### src/rtl/branch_pc_unit.sv
`default_nettype none
// ============================================================================
// Module   : branch_pc_unit
// Brief    : Branch condition evaluation, branch target generation and PC
//            register with increment / direct load.
// Revision : 1.0
// ============================================================================
module branch_pc_unit #(
  parameter int DATA_W   = 32,
  parameter int OFFSET_W = 19,
  parameter logic [DATA_W-1:0] RESET_PC = '0
) (
  input  logic              clock,
  input  logic              clear,
  input  logic              start,
  input  logic [DATA_W-1:0] ir,
  input  logic [DATA_W-1:0] bus_value,
  input  logic              pc_inc,
  input  logic              pc_load,
  input  logic [DATA_W-1:0] pc_in,
  output logic [DATA_W-1:0] pc_out,
  output logic              con_out,
  output logic              busy,
  output logic              done
);

  localparam int IRF_W = OFFSET_W + 2;

  typedef enum logic [1:0] {
    S_IDLE   = 2'd0,
    S_EVAL   = 2'd1,
    S_CALC   = 2'd2,
    S_UPDATE = 2'd3
  } state_t;

  state_t            state_q,  state_d;
  logic [DATA_W-1:0] pc_q,     pc_d;
  logic [DATA_W-1:0] value_q,  value_d;
  logic [DATA_W-1:0] target_q, target_d;
  logic [IRF_W-1:0]  ir_q,     ir_d;
  logic              con_q,    con_d;
  logic              done_q,   done_d;

  logic [1:0]        w_cond;
  logic              w_cond_true;
  logic [DATA_W-1:0] w_offset;
  logic              w_unused_ir;

  // Only the condition and offset fields are kept; upper IR bits are don't-care.
  assign w_unused_ir = ^ir[DATA_W-1:IRF_W];

  assign w_cond   = ir_q[IRF_W-1:OFFSET_W];
  assign w_offset = {{(DATA_W-OFFSET_W){ir_q[OFFSET_W-1]}}, ir_q[OFFSET_W-1:0]};

  always_comb begin
    w_cond_true = 1'b0;
    case (w_cond)
      2'b00:   w_cond_true = (value_q == '0);
      2'b01:   w_cond_true = (value_q != '0);
      2'b10:   w_cond_true = ~value_q[DATA_W-1];
      default: w_cond_true = value_q[DATA_W-1];
    endcase
  end

  always_comb begin
    state_d  = state_q;
    pc_d     = pc_q;
    value_d  = value_q;
    target_d = target_q;
    ir_d     = ir_q;
    con_d    = con_q;
    done_d   = 1'b0;
    case (state_q)
      S_IDLE: begin
        // A direct load wins over a branch start, which wins over increment.
        if (pc_load) begin
          pc_d = pc_in;
        end else if (start) begin
          ir_d    = ir[IRF_W-1:0];
          value_d = bus_value;
          state_d = S_EVAL;
        end else if (pc_inc) begin
          pc_d = pc_q + 1'b1;
        end
      end
      S_EVAL: begin
        con_d   = w_cond_true;
        state_d = S_CALC;
      end
      S_CALC: begin
        target_d = pc_q + w_offset;
        state_d  = S_UPDATE;
      end
      default: begin
        if (con_q) pc_d = target_q;
        done_d  = 1'b1;
        state_d = S_IDLE;
      end
    endcase
  end

  always_ff @(posedge clock or posedge clear) begin
    if (clear) begin
      state_q  <= S_IDLE;
      pc_q     <= RESET_PC;
      value_q  <= '0;
      target_q <= '0;
      ir_q     <= '0;
      con_q    <= 1'b0;
      done_q   <= 1'b0;
    end else begin
      state_q  <= state_d;
      pc_q     <= pc_d;
      value_q  <= value_d;
      target_q <= target_d;
      ir_q     <= ir_d;
      con_q    <= con_d;
      done_q   <= done_d;
    end
  end

  assign pc_out  = pc_q;
  assign con_out = con_q;
  assign busy    = (state_q != S_IDLE);
  assign done    = done_q;

endmodule
`default_nettype wire

### config.mk
export PLATFORM = sky130hd
export DESIGN_NAME = branch_pc_unit
export DESIGN_NICKNAME = d
export VERILOG_FILES = /design/src/rtl/branch_pc_unit.sv
export SDC_FILE = /design/constraint.sdc
export NUM_CORES = 1
export LEC_CHECK = 0
export CAP_MARGIN = 20
export CORE_ASPECT_RATIO = 1.2
export CORE_MARGIN = 4
export CORE_UTILIZATION = 27
export CTS_CLUSTER_SIZE = 12
export DETAILED_ROUTE_END_ITERATION = 8
export HOLD_SLACK_MARGIN = 0.05
export SLEW_MARGIN = 20
export SYNTH_ARGS = -nofsm -noshare
export SYNTH_HDL_FRONTEND = slang
export SYNTH_SLANG_ARGS = --single-unit
### constraint.sdc
create_clock -name clock -period 5.4 [get_ports clock]
set_input_delay 1.08 -clock clock [delete_from_list [all_inputs] [get_ports clock]]
set_output_delay 1.08 -clock clock [all_outputs]
set_load 0.01 [all_outputs]
== Word level (Yosys, flattened, before mapping) ==
Index checks and enable logic that the tools add are counted.
Cells by class
  $add $sub $neg: 2
  equal/unequal tests: 8
  mux-type cells: 10
  bitwise logic cells: 3
  reductions and logical operators: 11
Operators by type and width (count)
  32-bit 2-to-1 mux: 4
  32-bit case mux with 2 select lines: 1
  32-bit by 1-bit adder with 32-bit output (second input constant): 1
  32-bit adder: 1
  32-bit logical NOT: 1
  32-bit nonzero test: 1
  3-bit != test (second input constant): 2
  2-bit case mux with 3 select lines: 1
  2-bit by 1-bit == test with 1-bit output (second input constant): 2
  2-bit == test (second input constant): 2
  2-bit logical NOT: 2
  2-bit 2-to-1 mux: 2
  2-bit != test (second input constant): 2
  4-bit AND reduction: 1
  2-bit nonzero test: 2
  1-bit NOT: 3
  1-bit case mux with 3 select lines: 1
  3-bit AND reduction: 1
  3-bit OR reduction: 1
  2-bit AND reduction: 1
  2-bit OR reduction: 1
  1-bit 2-to-1 mux: 1
Storage, ports and cells
  register bits: 121
  input bits: 101
  output and inout bits: 35
  logic and storage cells: 41

== Depth between registers and ports, before layout ==
Gate-level depths: netlist of run 1.
  word-level depth: 5
  gate-level depth with buffers: 10

== Worst setup path after synthesis of run 1 ==
No wires, ideal clock.
  path type: flip-flop to flip-flop
  from: register pc_q[0], in the netlist pc_out[0]
  to: register target_q[20]
  setup time: 0.125 ns
  arrival time: 2.542 ns
  data required time: 5.275 ns
  path slack: 2.733 ns
  stages on the path, launching flop included: 11
  path buffers: 0
  path through: dfrtp_1 ha_1 fa_1 a21o_1 and4_1 o21ai_1 nand3_1 a31oi_1 o21ai_1 xor2_1 mux2_2
On the way
  longest elaborated chain between the ends: 1
RTL lines
  from (decl): line 37  | logic [DATA_W-1:0] pc_q, pc_d;
  from (signal assigned): line 113  | pc_q <= pc_d;
  32-bit adder: line 91  | target_d = pc_q + w_offset;
  to (signal assigned): line 115  | target_q <= target_d;
  to (decl): line 39  | logic [DATA_W-1:0] target_q, target_d;
No other way between the ends.
A chain may end at the register's enable or synchronous reset.

== Worst setup path in the final report of run 1 ==
  from: register state_q[1]
  to: output port busy
On the way
  longest elaborated chain between the ends: 1
RTL lines
  from (decl): line 36  | state_t state_q, state_d;
  from (signal assigned): line 112  | state_q <= state_d;
  2-bit nonzero test: line 124  | assign busy = (state_q != S_IDLE);
  to (decl): line 23  | output logic busy,
No other way between the ends.

==> results list, run 1 <==
- Number of antenna violations at the first check in global routing: 1
- Among all flip-flop cells after synthesis, the most frequent one is sky130_fd_sc_hd__dfrtp_1.
- Status: finished clean
- The first global-routing pass estimated 33,900 um of wire.
- Ant diodes: 0
* Root buffer cell: sky130_fd_sc_hd__clkbuf_16
- Entering global routing, the biggest net connects 64 pins.
- Of the cells placed in the final design, the portion with a size suffix greater than 1 is 16.3%.
- In the final routed layout, each cell accounts on average for ~17 um.
* Multiplexer area fraction after synthesis: around 15%
- Fin crit period: 3.77 ns
- Counting both buffers and inverters, the worst setup path holds a total of 4.
- Clock latency on the worst-skew pair: 0.42 ns
- Slowest cell on crit path: sky130_fd_sc_hd__clkdlybuf4s50_1
* H-tree depth: 4
* Maximum clock frequency: around 270 MHz
- In this run, synthesis produced a sequential element count of 121.
- Endpoint of the most critical register-to-register path: target_q[20]
- For flop-to-flop paths, the worst setup slack is between 2 and 2.5 ns.
- Quantity of gates resized following cts: 0
* Final weighted congestion in routability-driven placement: 0.866
- In this run, distinct cell masters in the synthesized netlist total 64.
- The floorplan step defined a core boundary enclosing between 0.02 and 0.03 sq mm.
- The cell count after synthesis came out at 746.
- Across the run, the number of max-cap violations was 0.
- For this design the ratio of total power to cell area is between 700 and 800 mW/mm^2.
- Standard cell area after detailed placement: 0.00904 sq mm
- Fill cells in the final layout number between 2k and 3k.
* Num CTS Buffers: 17
- Required time of the worst setup path: 4.32 ns
- Counting every net in the synthesized netlist gives around 880.
- Leaving out fill and tap cells, the most frequent cell in the layout is sky130_fd_sc_hd__clkdlybuf4s50_1.
- For this run, asynchronously set or reset flops after synthesis account for between 90% and 100%.
* Area of all placed cells without fillers: 0.00963 sq mm
- Compared with the post-synthesis result, the final layout area differs by 29.6%.
- Number of rows created at floorplan: between 60 and 70
- Summed over all nets, the half-perimeter wirelength after detailed placement is between 15,000 and 20,000 um.
- Basic-gate share of the synthesized area counting and, or, nand and nor cells: between 10% and 20%
* Clock Skews: 0.00818 ns
- 1st-pass router iterations: 4
* Final hold violation count: 0
- Final nets: between 1k and 1.5k
* Xor and xnor fraction of the mapped netlist area: under 10%
- The synthesized netlist devotes between 15 and 20% of its cell area to compound gates.
- Critical path endpoint: busy
- Cell area after synthesis: approximately 0.0074 sq mm
- Post-synthesis sequential area ratio: about 41%
- Count of cell instances traversed by the critical path: 5
- A synthesized cell averages between 9 and 10 sq um.
* Static Leak: between 3 and 4 nW
- Worst Tran Pin Value: roughly 1.0 ns
- RSZ-0062 raised after global routing: false
* Max incr delay on CP: approximately 0.6 ns
- Once detail routing completed, the nets flagged for antenna violations numbered 0.
- Worst ir drop on vdd: ~0.00029 V
- For the worst flop-to-flop path, the logic depth is 10.
- The synthesized netlist devotes 6.33% of its cell area to adder and majority cells.
* Die Y-Extent: roughly 190 um
- Global routing finished with a remaining overflow of 0.
- Die span in x: approximately 160 um
- In the finished design, the share of the clock period the worst path needs comes to a little over two thirds.
- Setup violations remaining at the end of the flow were counted as 0.
- TritonCTS built the clock tree.
- The synthesized design contains 0 enable-type register cells.
* Critical Path Source: state_q[1]
- Initial core utilization: between 20% and 30%
- Post-CTS Repair Setup Buffers: 0
- For this run, the total global-route usage over all layers was measured as between 10 and 15%.
- Dominant combinational cell family by area after synthesis: compound AO/OA/AOI/OAI gates
- In this design, the critical path's most frequently occurring cell is sky130_fd_sc_hd__inv_1.
* Delay-heaviest family, CP: buffers and inverters
- Data arrives at the worst endpoint at 2.69 ns.
- Maximum clock insertion buffer count: 2
- Clock slew at reported path FFs: approximately 0.060 ns
* CP Class: reg2out
* Routed via count divided by cell count: 4.99
* Aggregate negative setup slack: 0 ns
* Element type at the critical path end: primary output
* Via count of the first global-routing pass: around 6.3k
* Max_slew headroom: between 30% and 40%
* 1st-iter DRT viols: approximately 320
- DRC: 0
* Type of the tightest min-delay check: reg2reg
- For this design, the CTS-stage hold fixing added 0 buffers.
- Port buffer count: 124
- In this run the critical register-to-register path is launched from pc_out[0].
- The final route contains 6,073 vias.
- For this design the top-level I/O count stands at approximately 140.
- Number of warning messages in the yosys log: 0
* Number of sinks driven by the clock tree: ~120
- The critical path goes through inv_1, ha_2, buf_4, inv_1, clkdlybuf4s50_1.
- Maximum net fanout on the critical path: 40
- Nature of the critical path startpoint: flip-flop
* Slew Viols, Final: 0
* Die area: slightly above 0.03 sq mm
* Commonest cells after routing, fill and taps aside: 123 x sky130_fd_sc_hd__clkdlybuf4s50_1, 121 x sky130_fd_sc_hd__dfrtp_1, 80 x sky130_fd_sc_hd__mux2_2
- Wires add up to 20,800 um.
==> cell families (layout without fill, tap and decap cells) <==
family | after synthesis | in the layout
and+or+nand+nor | 207 | 207
muxes | 101 | 101
xor gates and xnor gates | 50 | 50
DFF | 121 | 121
buffers and inverters | 49 | 181
adders and majority gates | 37 | 37
AOI/OAI and AO/OA | 181 | 181
==> cell usage after synthesis, types with 4 or more instances <==
master	number	area (sq um)
sky130_fd_sc_hd__xor2_1	22	193
sky130_fd_sc_hd__a21o_1	16	120
sky130_fd_sc_hd__o21ai_0	38	190
sky130_fd_sc_hd__buf_1	4	15.0
sky130_fd_sc_hd__xnor2_1	28	245
sky130_fd_sc_hd__clkbuf_1	24	90.1
sky130_fd_sc_hd__dfrtp_1	121	3030
sky130_fd_sc_hd__nor4_1	8	50.1
sky130_fd_sc_hd__inv_1	16	60.1
sky130_fd_sc_hd__a31oi_1	12	75.1
sky130_fd_sc_hd__and3_1	8	50.1
sky130_fd_sc_hd__nand4_1	10	62.6
sky130_fd_sc_hd__mux2_2	80	901
sky130_fd_sc_hd__mux2i_1	21	210
sky130_fd_sc_hd__nor2_1	53	199
sky130_fd_sc_hd__a21oi_1	62	310
sky130_fd_sc_hd__or3_1	4	25.0
sky130_fd_sc_hd__nand2_1	66	248
sky130_fd_sc_hd__nand3_1	27	135
sky130_fd_sc_hd__nor3_1	6	30.0
sky130_fd_sc_hd__ha_1	36	450
sky130_fd_sc_hd__and4_1	4	35.0
sky130_fd_sc_hd__o211ai_1	18	135
==> state kept, by name (all words and copies together), names as in the netlist <==
name and cells:
pc_out 32, target_q 32, con_out 1, value_q 32, ir_q 21, done 1, state_q 2
==> how the worst min path moves through the flow <==
stage / from / end / cells after the start
2_1_floorplan: target_q[26] / target_q[26] / 2
3_3_place_gp: target_q[26] / target_q[26] / 2
3_5_place_dp: target_q[26] / target_q[26] / 2
4_1_cts: target_q[26] / target_q[26] / 2
5_1_grt: ir_q[20] / ir_q[20] / 1
6_report: target_q[26] / target_q[26] / 2
==> metrics by stage <==
step	hold WS, ns	instances	power (W)	utilization [%]	setup slack (ns)
after floorplan	0.453	746	0.00475	-	1.11
after global placement	0.484	1186	0.00584	33.3	2.04
after detailed placement	0.488	1186	0.00593	33.3	2.03
after CTS	0.505	1218	0.00711	35.5	1.58
after global routing	0.511	1218	0.00766	35.5	1.49
final	0.504	1218	0.00704	35.5	1.63
==> cell type report <==
cell class                      count  area, sq um  area share [%]
Multi-Input combinational cell    576         4230            43.9
Sequential cell                   121         3030            31.4
Timing Repair Buffer              132         1300            13.5
Clock buffer                       17          425            4.42
Tap cell                          340          425            4.42
Clock inverter                     15          165            1.71
Inverter                           17         66.3           0.688
==> worst reg2reg max path: cells and delay by family (launching register included) <==
kind	cells	cell delay [ns]
AOI/OAI and AO/OA	4	0.93
adders and majority gates	2	0.74
DFF	1	0.46
and+or+nand+nor	2	0.40
muxes	1	0.27
xor gates and xnor gates	1	0.16
==> routing by layer <==
metal | vias up | track usage (%) | wire length [um] | share of wire, %
li1 | 2975 | - | - | -
met1 | 2937 | 15.9 | 8620 | 41
met2 | 128 | 25.0 | 10600 | 51
met3 | 31 | 3.86 | 1050 | 5.1
met4 | 2 | 5.14 | 465 | 2.2
met5 | - | 0 | 7 | 0.034
==> power breakdown <==
part / total, W / internal [W] / switching [W]
combinational: 0.00403 / 0.00189 / 0.00214
sequential: 0.00186 / 0.00140 / 0.000463
clock: 0.00115 / 0.000687 / 0.000459
Note: power is estimated with default switching activity, not from simulation.
==> run 2, diff against run 1 <==
==> constraint.sdc (replaced) <==
create_clock -name clock -period 3.5 [get_ports clock]
set_input_delay 0.7 -clock clock [delete_from_list [all_inputs] [get_ports clock]]
set_output_delay 0.7 -clock clock [all_outputs]
set_load 0.01 [all_outputs]
==> results list, run 2 (synthesized netlist as in run 1, its figures left out) <==
- The post-CTS repair timing setup buffer count was 0 (unchanged).
* Final weighted congestion in routability-driven placement: 0.838 (was 0.866)
- Type of the tightest min-delay check: reg2reg (unchanged)
* HPWL after DPL: 15,200 um (was 15,300 um)
- Commonest cells after routing, fill and taps aside: 123 x sky130_fd_sc_hd__clkdlybuf4s50_1, 121 x sky130_fd_sc_hd__dfrtp_1, 80 x sky130_fd_sc_hd__mux2_2 (unchanged).
* Placeable core region: 0.0272 sq mm (unchanged)
* Tot GR Track Use: 13.7% (was 14.0%)
* Worst slack, placed: 0.531 ns (was 2.03 ns)
* Sequential cell area: 0.00303 sq mm (unchanged)
- Element type at the critical path end: flip-flop (was primary output)
- Die span in x: 159 um (unchanged)
- The later-pin clock latency in the skew report came to 0.42 ns (about the same).
- Required time of the worst setup path: 3.81 ns (was 4.32 ns)
* Via count of the first global-routing pass: 6,204 (was 6,258)
- Root buffer cell: sky130_fd_sc_hd__clkbuf_16 (unchanged)
- The average via count per standard cell was 5.01 (was 4.99).
- The number of buffers added by the clock tree synthesis step is 17 (unchanged).
- Maximum Capacitance Violations: 0 (unchanged)
- The final number of max-transition violations is 0 (unchanged).
- Commonest non-fill, non-tap cell in the layout: sky130_fd_sc_hd__clkdlybuf4s50_1 (unchanged)
- Number of rows created at floorplan: 66 (unchanged)
- The transition time at the pin with the least slew margin came to 0.695 ns (was 1.01 ns).
- Critical Path Source: pc_out[0] (was state_q[1])
- Crit path arrival time: 3.28 ns (was 2.69 ns)
- The multi-input gate area in the final layout came to 0.00423 sq mm (unchanged).
- DRC: 0 (unchanged)
- Number of sinks driven by the clock tree: 121 (unchanged)
- The via count of the routed design is 6,112 (was 6,073).
* PwrDens: 1140 mW/mm^2 (was 731 mW/mm^2)
* RSZ-0062 raised after global routing: false (unchanged)
* Clock Skews: 0.0123 ns (was 0.00818 ns)
- Ant diodes: 0 (unchanged)
* Final nets: 1,004 (was 1,003)
- The share of power burned in combinational logic is 57.3% (was 57.2%).
* Max_slew headroom: 53.7% (was 32.6%)
- The clock edge transition at the registers on the reported setup and hold paths was 0.06 ns (about the same).
- Critical register-to-register path startpoint: pc_out[0] (unchanged)
- The post-route antenna net violation count is 0 (unchanged).
- Share of cells above drive strength 1: 16.3% (about the same)
- Maximum clock insertion buffer count: 2 (unchanged)
* Maximum number of pins on one net before global-route repair: 122 (was 64)
- Internal power consumption: 0.00626 W (was 0.00398 W)
- Static Leak: 3.95 nW (was 3.93 nW)
- CP Class: reg2reg (was reg2out)
- Fillers: 2,728 (was 2,717)
* Top-level I/O count: 136 (unchanged)
* Maximum clock frequency: 336 MHz
- Number of antenna violations at the first check in global routing: 1 (unchanged)
- Worst ir drop on vdd: 0.000437 V (was 0.000285 V)
* Aggregate negative setup slack: 0 ns (unchanged)
- The maximum net fanout on the critical path came to 6 (was 40).
- The total placed instance area was 0.00908 sq mm (was 0.00904 sq mm).
- Quantity of gates resized following cts: 0 (unchanged)
* Routed wire length: 21,000 um (was 20,800 um)
- Net switching share of the total power: 43.1% (was 43.5%)
- The area enclosed by the die boundary was 0.0303 sq mm (unchanged).
- Part of the power in registers: 26.0% (was 26.5%)
- The starting density of the core is 27.4% (unchanged).
- The hold violation count in the final report is 0 (unchanged).
- Hold Path Origin: target_q[26] (unchanged)
- The TritonCTS clock tree is done (unchanged).
- Mean routed wirelength per cell: 17.2 um (was 17.1 um)
* Global-route wire length before repair: 33,400 um (was 33,900 um)
* Count of final setup violators: 0 (unchanged)
- The height of the die is 190 um (unchanged).
- The net switching power is 0.00475 W (was 0.00306 W).
* Port buffer count: 124 (unchanged)
- Status: finished clean (unchanged).
* Area of all placed cells without fillers: 0.00969 sq mm (was 0.00963 sq mm)
- Hold bufs inserted after CTS: 0 (unchanged)
- The worst setup slack after layout is 0.524 ns (was 1.63 ns).
- The count of TritonRoute iterations in the first routing pass is 4 (unchanged).
- Area growth from synthesis to layout: 30.3% (was 29.6%)
* 1st-iter DRT viols: 325 (was 323)
* Fin crit period: 2.98 ns
* Grt total ovfl: 0 (unchanged)
- The post-layout instance count excluding filler cells was 1,219 (was 1,218).
- Inst Count DP: 1,187 (was 1,186)
- Clock network fraction of design power: 16.7% (was 16.3%)
- The number of H-tree levels was 4 (unchanged).
- Total power consumption of the routed design: 0.0110 W (was 0.00704 W)
- The worst path uses 85.0% of the clock period.
- Nature of the critical path startpoint: flip-flop (unchanged)
-- run 2: layout make-up --
type	instances	area share [%]
inverter	17	0.697
clock buffer	19	4.57
clock inverter	13	1.76
multi-input combinational	576	43.6
timing repair buffer	133	13.7
tap	340	4.39
sequential	121	31.2
-- run 2: path summary, 6_finish.rpt --
check | end | slack, ns | cells after the start
max reg2reg | target_q[20] | 0.52 | 10
max in group asynchronous | pc_out[14] | 2.16 | 3
min | target_q[26] | 0.49 | 2
min in group asynchronous | con_out | 0.80 | 3
min reg2reg | target_q[26] | 0.49 | 2
max | target_q[20] | 0.52 | 10
-- run 2: power by group through the flow --
| stage | Clock, W | Combinational, W | Sequential, W |
|---|---|---|---|
| final | 0.00184 | 0.00631 | 0.00286 |
| after floorplan | 0 | 0.00458 | 0.00275 |
| after detailed placement | 0 | 0.00630 | 0.00290 |
| after global placement | 0 | 0.00620 | 0.00287 |
| after CTS | 0.00188 | 0.00633 | 0.00288 |
| after global routing | 0.00194 | 0.00698 | 0.00298 |
-- run 2: per-layer routing --
| layer | global-route usage [%] | vias up | part of all wire (%) |
|---|---|---|---|
| met5 | 0 | - | 0.048 |
| met4 | 4.17 | 2 | 1.6 |
| met3 | 3.60 | 27 | 4.9 |
| met2 | 24.3 | 135 | 51 |
| met1 | 16.4 | 2980 | 42 |
| li1 | - | 2968 | - |
-- run 2: metrics by stage --
stage	util (%)	hold WS (ns)
floorplan	-	0.453
global placement	33.4	0.474
detailed placement	33.4	0.478
CTS	35.7	0.493
global route	35.7	0.513
finish	35.7	0.495
-- run 2: critical path, cell delays in order, from the launching register on --
cell                      delay (ns)
sky130_fd_sc_hd__dfrtp_1        0.44
sky130_fd_sc_hd__ha_1           0.29
sky130_fd_sc_hd__fa_1           0.42
sky130_fd_sc_hd__a21o_1         0.22
sky130_fd_sc_hd__and4_1         0.22
sky130_fd_sc_hd__o21ai_1        0.26
sky130_fd_sc_hd__nand3_1        0.18
sky130_fd_sc_hd__a31oi_1        0.29
sky130_fd_sc_hd__o21ai_1        0.12
sky130_fd_sc_hd__xor2_1         0.16
sky130_fd_sc_hd__mux2_2         0.27
